### src/rtl/table_ad_receive_pkg.sv
// Shared table address/data link definitions, used by both the transmitter and the receiver.
package table_ad_receive_pkg;

  localparam int unsigned ADDR_BYTES = 3;
  localparam int unsigned DATA_BYTES = 4;

  typedef enum logic {
    BURST_DATA = 1'b0,
    BURST_ADDR = 1'b1
  } burst_t;

  function automatic bit dw_legal(input int unsigned dw);
    return (dw == 8) || (dw == 16) || (dw == 32);
  endfunction

  function automatic int unsigned bytes_per_word(input int unsigned dw);
    return dw / 8;
  endfunction

endpackage

### src/rtl/table_ad_receive_if.sv
// Byte-serial link input and table write port for one receiver channel.
interface table_ad_receive_if #(
  parameter int unsigned DATA_WIDTH = 32,
  parameter int unsigned ADDR_BITS  = 10
);
  logic [7:0]            ser_d;
  logic                  a_not_d;
  logic                  chn_en;
  logic [ADDR_BITS-1:0]  taddr;
  logic [DATA_WIDTH-1:0] tdata;
  logic                  twe;

  modport master (output ser_d, a_not_d, chn_en, input taddr, tdata, twe);
  modport slave  (input ser_d, a_not_d, chn_en, output taddr, tdata, twe);
endinterface

### src/rtl/table_ad_byte_cnt.sv
// Burst byte counter: saturates after the expected byte count, latches burst type,
// and flags the byte that completes each table-word lane.
module table_ad_byte_cnt
  import table_ad_receive_pkg::*;
#(
  parameter int unsigned DATA_WIDTH = 32
) (
  input  logic       clk,
  input  logic       srst,
  input  logic       i_chn_en,
  input  logic       i_a_not_d,
  output logic       o_vld,
  output logic       o_first,
  output logic       o_is_addr,
  output logic       o_lane_done,
  output logic [1:0] o_cnt
);
  localparam logic [1:0] LANE_MASK = 2'(bytes_per_word(DATA_WIDTH) - 1);

  logic [1:0] r_cnt;
  logic       r_sat;
  logic       r_blk;
  burst_t     r_type;

  logic       w_vld;
  logic       w_first;
  burst_t     w_type;
  logic [1:0] w_last_idx;

  always_comb begin
    w_vld      = i_chn_en && !r_sat && !r_blk;
    w_first    = w_vld && (r_cnt == '0);
    w_type     = w_first ? (i_a_not_d ? BURST_ADDR : BURST_DATA) : r_type;
    w_last_idx = (w_type == BURST_ADDR) ? 2'(ADDR_BYTES - 1) : 2'(DATA_BYTES - 1);
  end

  // A reset landing inside a burst blocks the rest of it until chn_en drops.
  always_ff @(posedge clk) begin
    if (srst) begin
      r_cnt  <= '0;
      r_sat  <= 1'b0;
      r_blk  <= i_chn_en;
      r_type <= BURST_DATA;
    end else if (!i_chn_en) begin
      r_cnt <= '0;
      r_sat <= 1'b0;
      r_blk <= 1'b0;
    end else if (w_vld) begin
      r_type <= w_type;
      if (r_cnt == w_last_idx) r_sat <= 1'b1;
      else                     r_cnt <= r_cnt + 2'd1;
    end
  end

  assign o_vld       = w_vld;
  assign o_first     = w_first;
  assign o_is_addr   = (w_type == BURST_ADDR);
  assign o_lane_done = w_vld && (w_type == BURST_DATA) && ((r_cnt & LANE_MASK) == LANE_MASK);
  assign o_cnt       = r_cnt;

endmodule

### src/rtl/table_ad_receive.sv
// Per-channel table address/data receiver: rebuilds addresses and data words from
// the byte-serial link and drives an auto-incrementing table write port.
module table_ad_receive
  import table_ad_receive_pkg::*;
#(
  parameter int unsigned DATA_WIDTH = 32,
  parameter int unsigned ADDR_BITS  = 10
) (
  input logic               clk,
  input logic               srst,
  table_ad_receive_if.slave bus
);
  localparam int unsigned HOLD_W = 8 * ADDR_BYTES;

  logic                  w_vld;
  logic                  w_first;
  logic                  w_is_addr;
  logic                  w_lane_done;
  logic [1:0]            w_cnt;
  logic [31:0]           w_shift_nx;

  logic [ADDR_BITS-1:0]  r_taddr;
  logic [DATA_WIDTH-1:0] r_tdata;
  logic                  r_twe;
  logic [HOLD_W-1:0]     r_hold;
  logic [23:0]           r_shift;
  logic                  r_apend;

  table_ad_byte_cnt #(.DATA_WIDTH(DATA_WIDTH)) u_cnt (
    .clk        (clk),
    .srst       (srst),
    .i_chn_en   (bus.chn_en),
    .i_a_not_d  (bus.a_not_d),
    .o_vld      (w_vld),
    .o_first    (w_first),
    .o_is_addr  (w_is_addr),
    .o_lane_done(w_lane_done),
    .o_cnt      (w_cnt)
  );

  // Newest byte enters at the top, so the completed word is always the top DATA_WIDTH bits.
  assign w_shift_nx = {bus.ser_d, r_shift};

  always_ff @(posedge clk) begin
    if (srst) begin
      r_taddr <= '0;
      r_tdata <= '0;
      r_twe   <= 1'b0;
      r_hold  <= '0;
      r_shift <= '0;
      r_apend <= 1'b0;
    end else begin
      r_twe <= w_lane_done;
      if (w_lane_done) r_tdata <= DATA_WIDTH'(w_shift_nx >> (32 - DATA_WIDTH));
      if (w_vld && !w_is_addr) r_shift <= w_shift_nx[31:8];
      if (w_vld && w_is_addr) begin
        r_apend <= 1'b1;
        if (w_first) r_hold <= HOLD_W'(bus.ser_d);
        else begin
          case (w_cnt)
            2'd1:    r_hold[15:8]  <= bus.ser_d;
            2'd2:    r_hold[23:16] <= bus.ser_d;
            default: ;
          endcase
        end
      end
      // Address commit takes priority over a post-write increment.
      if (r_apend && !bus.chn_en) begin
        r_taddr <= ADDR_BITS'(r_hold);
        r_apend <= 1'b0;
      end else if (r_twe) begin
        r_taddr <= r_taddr + ADDR_BITS'(1);
      end
    end
  end

  assign bus.taddr = r_taddr;
  assign bus.tdata = r_tdata;
  assign bus.twe   = r_twe;

endmodule

### src/flat_wrapper.sv
// flat-port wrapper written by rule: the top's interface ports become plain ports
module table_ad_receive_flat import table_ad_receive_pkg::*;
#(
  parameter int unsigned DATA_WIDTH = 32,
  parameter int unsigned ADDR_BITS  = 10
)
  (clk, srst, bus_ser_d, bus_a_not_d, bus_chn_en, bus_taddr, bus_tdata, bus_twe);
  table_ad_receive_if #(.DATA_WIDTH(DATA_WIDTH), .ADDR_BITS(ADDR_BITS)) bus_i ();
  input logic clk;
  input logic srst;
  input wire logic [$bits(bus_i.ser_d)-1:0] bus_ser_d;
  input wire logic [$bits(bus_i.a_not_d)-1:0] bus_a_not_d;
  input wire logic [$bits(bus_i.chn_en)-1:0] bus_chn_en;
  output wire logic [$bits(bus_i.taddr)-1:0] bus_taddr;
  output wire logic [$bits(bus_i.tdata)-1:0] bus_tdata;
  output wire logic [$bits(bus_i.twe)-1:0] bus_twe;
  assign bus_i.ser_d = bus_ser_d;
  assign bus_i.a_not_d = bus_a_not_d;
  assign bus_i.chn_en = bus_chn_en;
  assign bus_taddr = bus_i.taddr;
  assign bus_tdata = bus_i.tdata;
  assign bus_twe = bus_i.twe;
  table_ad_receive #(.DATA_WIDTH(DATA_WIDTH), .ADDR_BITS(ADDR_BITS)) u_core (.clk(clk), .srst(srst), .bus(bus_i));
endmodule
### config.mk
export PLATFORM = sky130hd
export DESIGN_NAME = table_ad_receive_flat
export DESIGN_NICKNAME = d
export VERILOG_FILES = /design/src/rtl/table_ad_receive_pkg.sv /design/src/rtl/table_ad_receive_if.sv /design/src/rtl/table_ad_byte_cnt.sv /design/src/rtl/table_ad_receive.sv /design/src/flat_wrapper.sv
export SDC_FILE = /design/constraint.sdc
export NUM_CORES = 1
export LEC_CHECK = 0
export CORE_MARGIN = 2
export CORE_UTILIZATION = 47
export DETAILED_ROUTE_END_ITERATION = 8
export PLACE_DENSITY = 0.79
export REMOVE_ABC_BUFFERS = 1
export SLEW_MARGIN = 15
export SYNTH_ARGS = -nofsm -noshare
export SYNTH_HDL_FRONTEND = slang
export SYNTH_SLANG_ARGS = --single-unit
### constraint.sdc
create_clock -name clk -period 1.8 [get_ports clk]
set_clock_uncertainty 0.05 [all_clocks]
set_input_delay 0.36 -clock clk [delete_from_list [all_inputs] [get_ports clk]]
set_output_delay 0.36 -clock clk [all_outputs]
set_load 0.02 [all_outputs]
# == Word level (Yosys, flattened, before mapping) ==
# Index checks and enable logic that the tools add are counted.
# totals
out_inout_bits,43
regBits,83
in_bits,12
# op_classes
add_sub_neg,2
n_mux,9
bitwise_logic,3
reduce_logical,22
n_eq_ne,4
# ops
op,n
2-to-1 mux 10 bit,2
"adder 10 x 1 -> 10 bit, second input constant",1
AND reduction 2 bit,5
logical AND 1 bit,8
2-to-1 mux 1 bit,5
zero test 1 bit,4
2-to-1 mux 2 bit,2
nonzero test 2 bit,2
OR reduction 2 bit,2
inverter 1 bit,3
"adder 2 x 1 -> 2 bit, second input constant",1
"== test 2 x 1 -> 1 bit, second input constant",1
== test 2 bit,1
"== test 2 bit, second input constant",1
zero test 2 bit,1
"inequality test 2 bit, second input constant",1

# == Longest topological paths before layout ==
# Gate-level depths: netlist of run 1.
# logic_depth
depth_word,9
mapped_depth,8
ltp_nobuf,6

# == By module ==
# A second synthesis of run 1 with hierarchy kept.
# hier_totals
cells_unflattened,345
hier_area_um2,3240.6
# modules_own_cells
mod,instances,area_each_um2,cells_per_inst
table_ad_receive,1,2921.6,313
table_ad_byte_cnt,1,319.1,32

# == Worst setup path after synthesis of run 1 ==
# No wires, ideal clock.
# synth_timing
kind,flip-flop to flip-flop
start,register u_core.u_cnt.r_cnt[0] (netlist: u_core.u_cnt.o_cnt[0])
end,register u_core.u_cnt.r_cnt[1] (netlist: u_core.u_cnt.o_cnt[1])
arrival_ns,1.623
setup_ns,0.095
stages_incl_launch_ff,7
required_time_ns,1.655
path_slack_ns,0.031
cell_sequence,dfxtp_1 -> inv_1 -> ha_1 -> and4bb_2 -> mux2i_4 -> mux2_4 -> o311ai_1
# synth_via
elab_chain_len,7
elab_cells_between_ends,8
# synth_rtl
element,line_no,source
"start, declared",table_ad_byte_cnt.sv:20,logic [1:0] r_cnt;
"start signal, assigned",table_ad_byte_cnt.sv:51,else r_cnt <= r_cnt + 2'd1;
zero test 2 bit,table_ad_byte_cnt.sv:32,w_first = w_vld && (r_cnt == '0);
logical AND 1 bit,table_ad_byte_cnt.sv:32,
2-to-1 mux 1 bit,table_ad_byte_cnt.sv:33,w_type = w_first ? (i_a_not_d ? BURST_ADDR : BURST_DATA) : r_type;
2-to-1 mux 1 bit,table_ad_byte_cnt.sv:34,w_last_idx = (w_type == BURST_ADDR) ? 2'(ADDR_BYTES - 1) : 2'(DATA_BYTES - 1);
== test 2 bit,table_ad_byte_cnt.sv:50,if (r_cnt == w_last_idx) r_sat <= 1'b1;
inverter 1 bit (no source line),--,
AND reduction 2 bit (no source line),--,
# Several ways; a longest one is shown, not always the timed one.
# A chain may end at the register's enable or synchronous reset.

# == Worst setup path after layout of run 1 ==
# layout_timing
start,register u_core.r_taddr[7] (netlist: u_core.bus.taddr[7])
end,output port bus_taddr[7]
# layout_rtl
element,line_no,source
"start, declared",table_ad_receive.sv:22,logic [ADDR_BITS-1:0] r_taddr;
"start signal, assigned",table_ad_receive.sv:69,r_taddr <= ADDR_BITS'(r_hold);
"start signal, assigned",table_ad_receive.sv:72,r_taddr <= r_taddr + ADDR_BITS'(1);
"end, declared",flat_wrapper.sv:14,output wire logic [$bits(bus_i.taddr)-1:0] bus_taddr;
# No word-level cell between the ends.

==> results of run 1 <==
[area by class of cell]
type,instances,area [sq um]
inverters,5,18.8
clock inverters,5,75.1
well taps,80,100
flip-flops and latches,83,1670
multi-input cells,278,1430
fillers,572,2490
repair buffers,77,787
clock buffers,10,149
[stage by stage]
stage	instance area (sq um)	hold WS, ns	cells	TNS [ns]
2_1_floorplan	3110	0.376	366	-10.52
3_3_place_gp	3970	0.391	522	-4.61
3_5_place_dp	3970	0.397	522	-6.96
4_1_cts	4190	0.407	537	0
5_1_grt	4230	0.420	538	0
6_report	4230	0.406	538	0
[cell usage after synthesis, drive strengths merged, types with 2 or more instances]
library cell and number:
nand2 133, dfxtp 82, a21oi 67, nor2 17
buf 14, clkbuf 10, a211oi 8, nand3 6
inv 5, mux2i 5, ha 4, o21ai 4
or3 4, a311oi 3, nand4 3, nor2b 3
nor3 3, xnor2 3, xor2 3, and2 2
[how the worst max path moves through the flow]
stage	to	slack, ns	startpoint
after floorplan	u_core.bus.tdata[0]	-0.28	u_core.u_cnt.o_cnt[0]
after detailed placement	u_core.u_cnt.o_cnt[1]	-0.22	bus_chn_en
after global routing	bus_taddr[7]	0.005	u_core.bus.taddr[7]
final	bus_taddr[7]	0.05	u_core.bus.taddr[7]
after global placement	u_core.u_cnt.o_cnt[1]	-0.17	bus_chn_en
after CTS	bus_taddr[1]	0.01	u_core.bus.taddr[1]
[repair_timing]
action	in CTS	in global routing
buffers inserted	0	0
setup endpoints to repair	11	61
cloned	0	1
gates resized for setup	6	7
hold endpoints to repair	0	0
[per-layer routing]
metal | wire (microns) | GRT usage | vias up | share of wire
met1 | 3090 | 0.223 | 1298 | 0.45
met2 | 3360 | 0.331 | 60 | 0.49
met3 | 367 | 0.0607 | 7 | 0.053
met5 | 0 | 0 | - | 0
met4 | 69 | 0.0582 | 0 | 0.010
li1 | - | - | 1420 | -
[where the power goes]
group	total (mW)	switching, mW	internal [mW]
Clock	1.48	0.626	0.850
Sequential	1.90	0.0294	1.87
Combinational	0.273	0.148	0.126
Total	3.65	0.803	2.85
[cells by family after synthesis]
group	after synthesis	synth area share
simple gates	178	0.238
compound gates	84	0.143
flops	83	0.515
buf+inv	29	0.0486
xor+xnor	6	0.0162
mux	6	0.0239
fa+ha+maj	4	0.0154
[sequential cells by signal (all words and copies together) (netlist names)]
register and cells:
u_core.bus.tdata 32, u_core.r_shift 24, u_core.bus.taddr 10, u_core.r_hold 10, u_core.u_cnt.o_cnt 2, u_core.bus.twe 1
u_core.r_apend 1, u_core.u_cnt.r_blk 1, u_core.u_cnt.r_sat 1, u_core.u_cnt.r_type 1
[layout by cell type (no fill, tap or decap), types with 3 or more instances in the layout]
cell type,Yosys,routed
xor2_1,3,3
o21ai_0,4,4
dfxtp_1,82,82
a211oi_1,8,8
clkdlybuf4s50_1,0,46
dlygate4sd2_1,0,5
buf_4,5,17
or3_1,4,4
clkbuf_8,0,9
buf_12,0,5
nor3_1,3,3
nand3_1,6,6
mux2i_1,4,4
ha_1,4,3
xnor2_1,3,3
nand4_1,3,3
nor2_1,16,16
nand2_1,133,133
inv_2,1,3
a21oi_1,66,66
a311oi_1,3,3
clkinv_2,0,3
==> results.json, run 1 <==
{
  "synth_edf_count": 1,
  "synth_area_sq_um": 3240,
  "die_h_microns": 87.1,
  "grt_pass1_vias": 2607,
  "cts_buffer_depth": 2,
  "p_leak_nw": 1.52,
  "cts-buffers-inserted": 9,
  "postLayoutCoreUtil": 0.630,
  "cp.buffers_inverters": 1,
  "grt_overflow_total": 0,
  "drtPass1Iterations": 4,
  "r2r-start": "u_core.u_cnt.o_cnt[1]",
  "required_ns": 1.39,
  "wl_per_cell_microns": 12.8,
  "crit_slowest_cell": "clkdlybuf4s50_1",
  "critPathCaptureType": "primary output",
  "status": "complete, no violations",
  "finalHoldViolCount": 0,
  "cts.reportedPaths.clkPinSlew_ns": 0.08,
  "clk_root_buffer_cell": "clkbuf_8",
  "crit_type": "reg2out",
  "area_delta_synth_final_pct": 30.4,
  "core_sq_um": 6720,
  "synth_top_area_frac": 0.506,
  "slew_headroom": 0.768,
  "io_buffers": 54,
  "yosysTopAreaCell": "dfxtp_1",
  "peakVddDrop_mv": 0.610,
  "n_antenna_cell": 0,
  "r2r_slack_ns": 0.09,
  "holdPathStages": 2,
  "max_freq_mhz": 571,
  "die_area_sq_um": 7580,
  "timing.final.crit_share": 0.974,
  "arrival_ns": 1.34,
  "fin_ws_ns": 0.0472,
  "wl_mm": 6.89,
  "cap_violations": 0,
  "crit_fanout": 4,
  "die_w_microns": 87.1,
  "grt_antenna_before_repair": 0,
  "worstPathCellList": "clkdlybuf4s50_1",
  "period_minus_slack_ns": 1.75,
  "num_rows": 30,
  "yosysWarnings": 0,
  "io_pins": 55,
  "rsz0062_at_grt": "no",
  "postCtsHoldBufs": 0,
  "critPathLaunchType": "flip-flop",
  "cts_tree": "done",
  "power_density_nw_per_um2": 863,
  "cts.htree.levels": 3,
  "finalWeightedCongestion": 0.787,
  "synthFlopType": "dfxtp_1",
  "grt_pass1_wl_mm": 11.4,
  "synthCells": 390,
  "worstReg2RegEnd": "u_core.r_shift[2]",
  "power_mw": 3.65,
  "slowest_delay_ns": 0.62,
  "min_to": "u_core.bus.tdata[7]",
  "hp-start": "u_core.bus.tdata[7]",
  "place_ws_ns": -0.216,
  "ys_types": 38,
  "grt_max_degree": 81,
  "hp-class": "reg2reg",
  "crit_family": "buffers and inverters",
  "viasPerCell": 5.18,
  "drt_iter0_markers": 166,
  "grt_use_total": 0.190,
  "start_util": 0.483,
  "postRouteAntennaNets": 0,
  "yosys-top-cells-area": "dfxtp_1 (51%), nand2_1 (15%), a21oi_1 (10%)",
  "final_nets": 470,
  "cts_sinks": 83,
  "syn-mean-instance-area_sq_um": 8.32,
  "post-dp-hpwl_mm": 4.52,
  "synth-seq-cells": 83,
  "async_reset_ff_frac": 0,
  "drive_gt1_frac": 0.116,
  "synth_seq_area_share": 0.515,
  "ff2ff_path_depth": 9,
  "worstMarginPinSlew_ns": 0.348,
  "slew_viol_final": 0,
  "insertion_delay_ns": 0.35,
  "drc": 0,
  "crit_cells": 1,
  "setup_viol": 0,
  "vias": 2785
}
Note: power is estimated with default switching activity, not from simulation.
==> inputs of run 2 (changes only) <==
--- a/config.mk
+++ b/config.mk
@@ -5,6 +5,7 @@
 export SDC_FILE = /design/constraint.sdc
 export NUM_CORES = 1
 export LEC_CHECK = 0
+export CAP_MARGIN = 40
 export CORE_MARGIN = 2
 export CORE_UTILIZATION = 47
 export DETAILED_ROUTE_END_ITERATION = 8
==> results of run 2 <==
Final layout, timing and power as in run 1 (identical DEF).
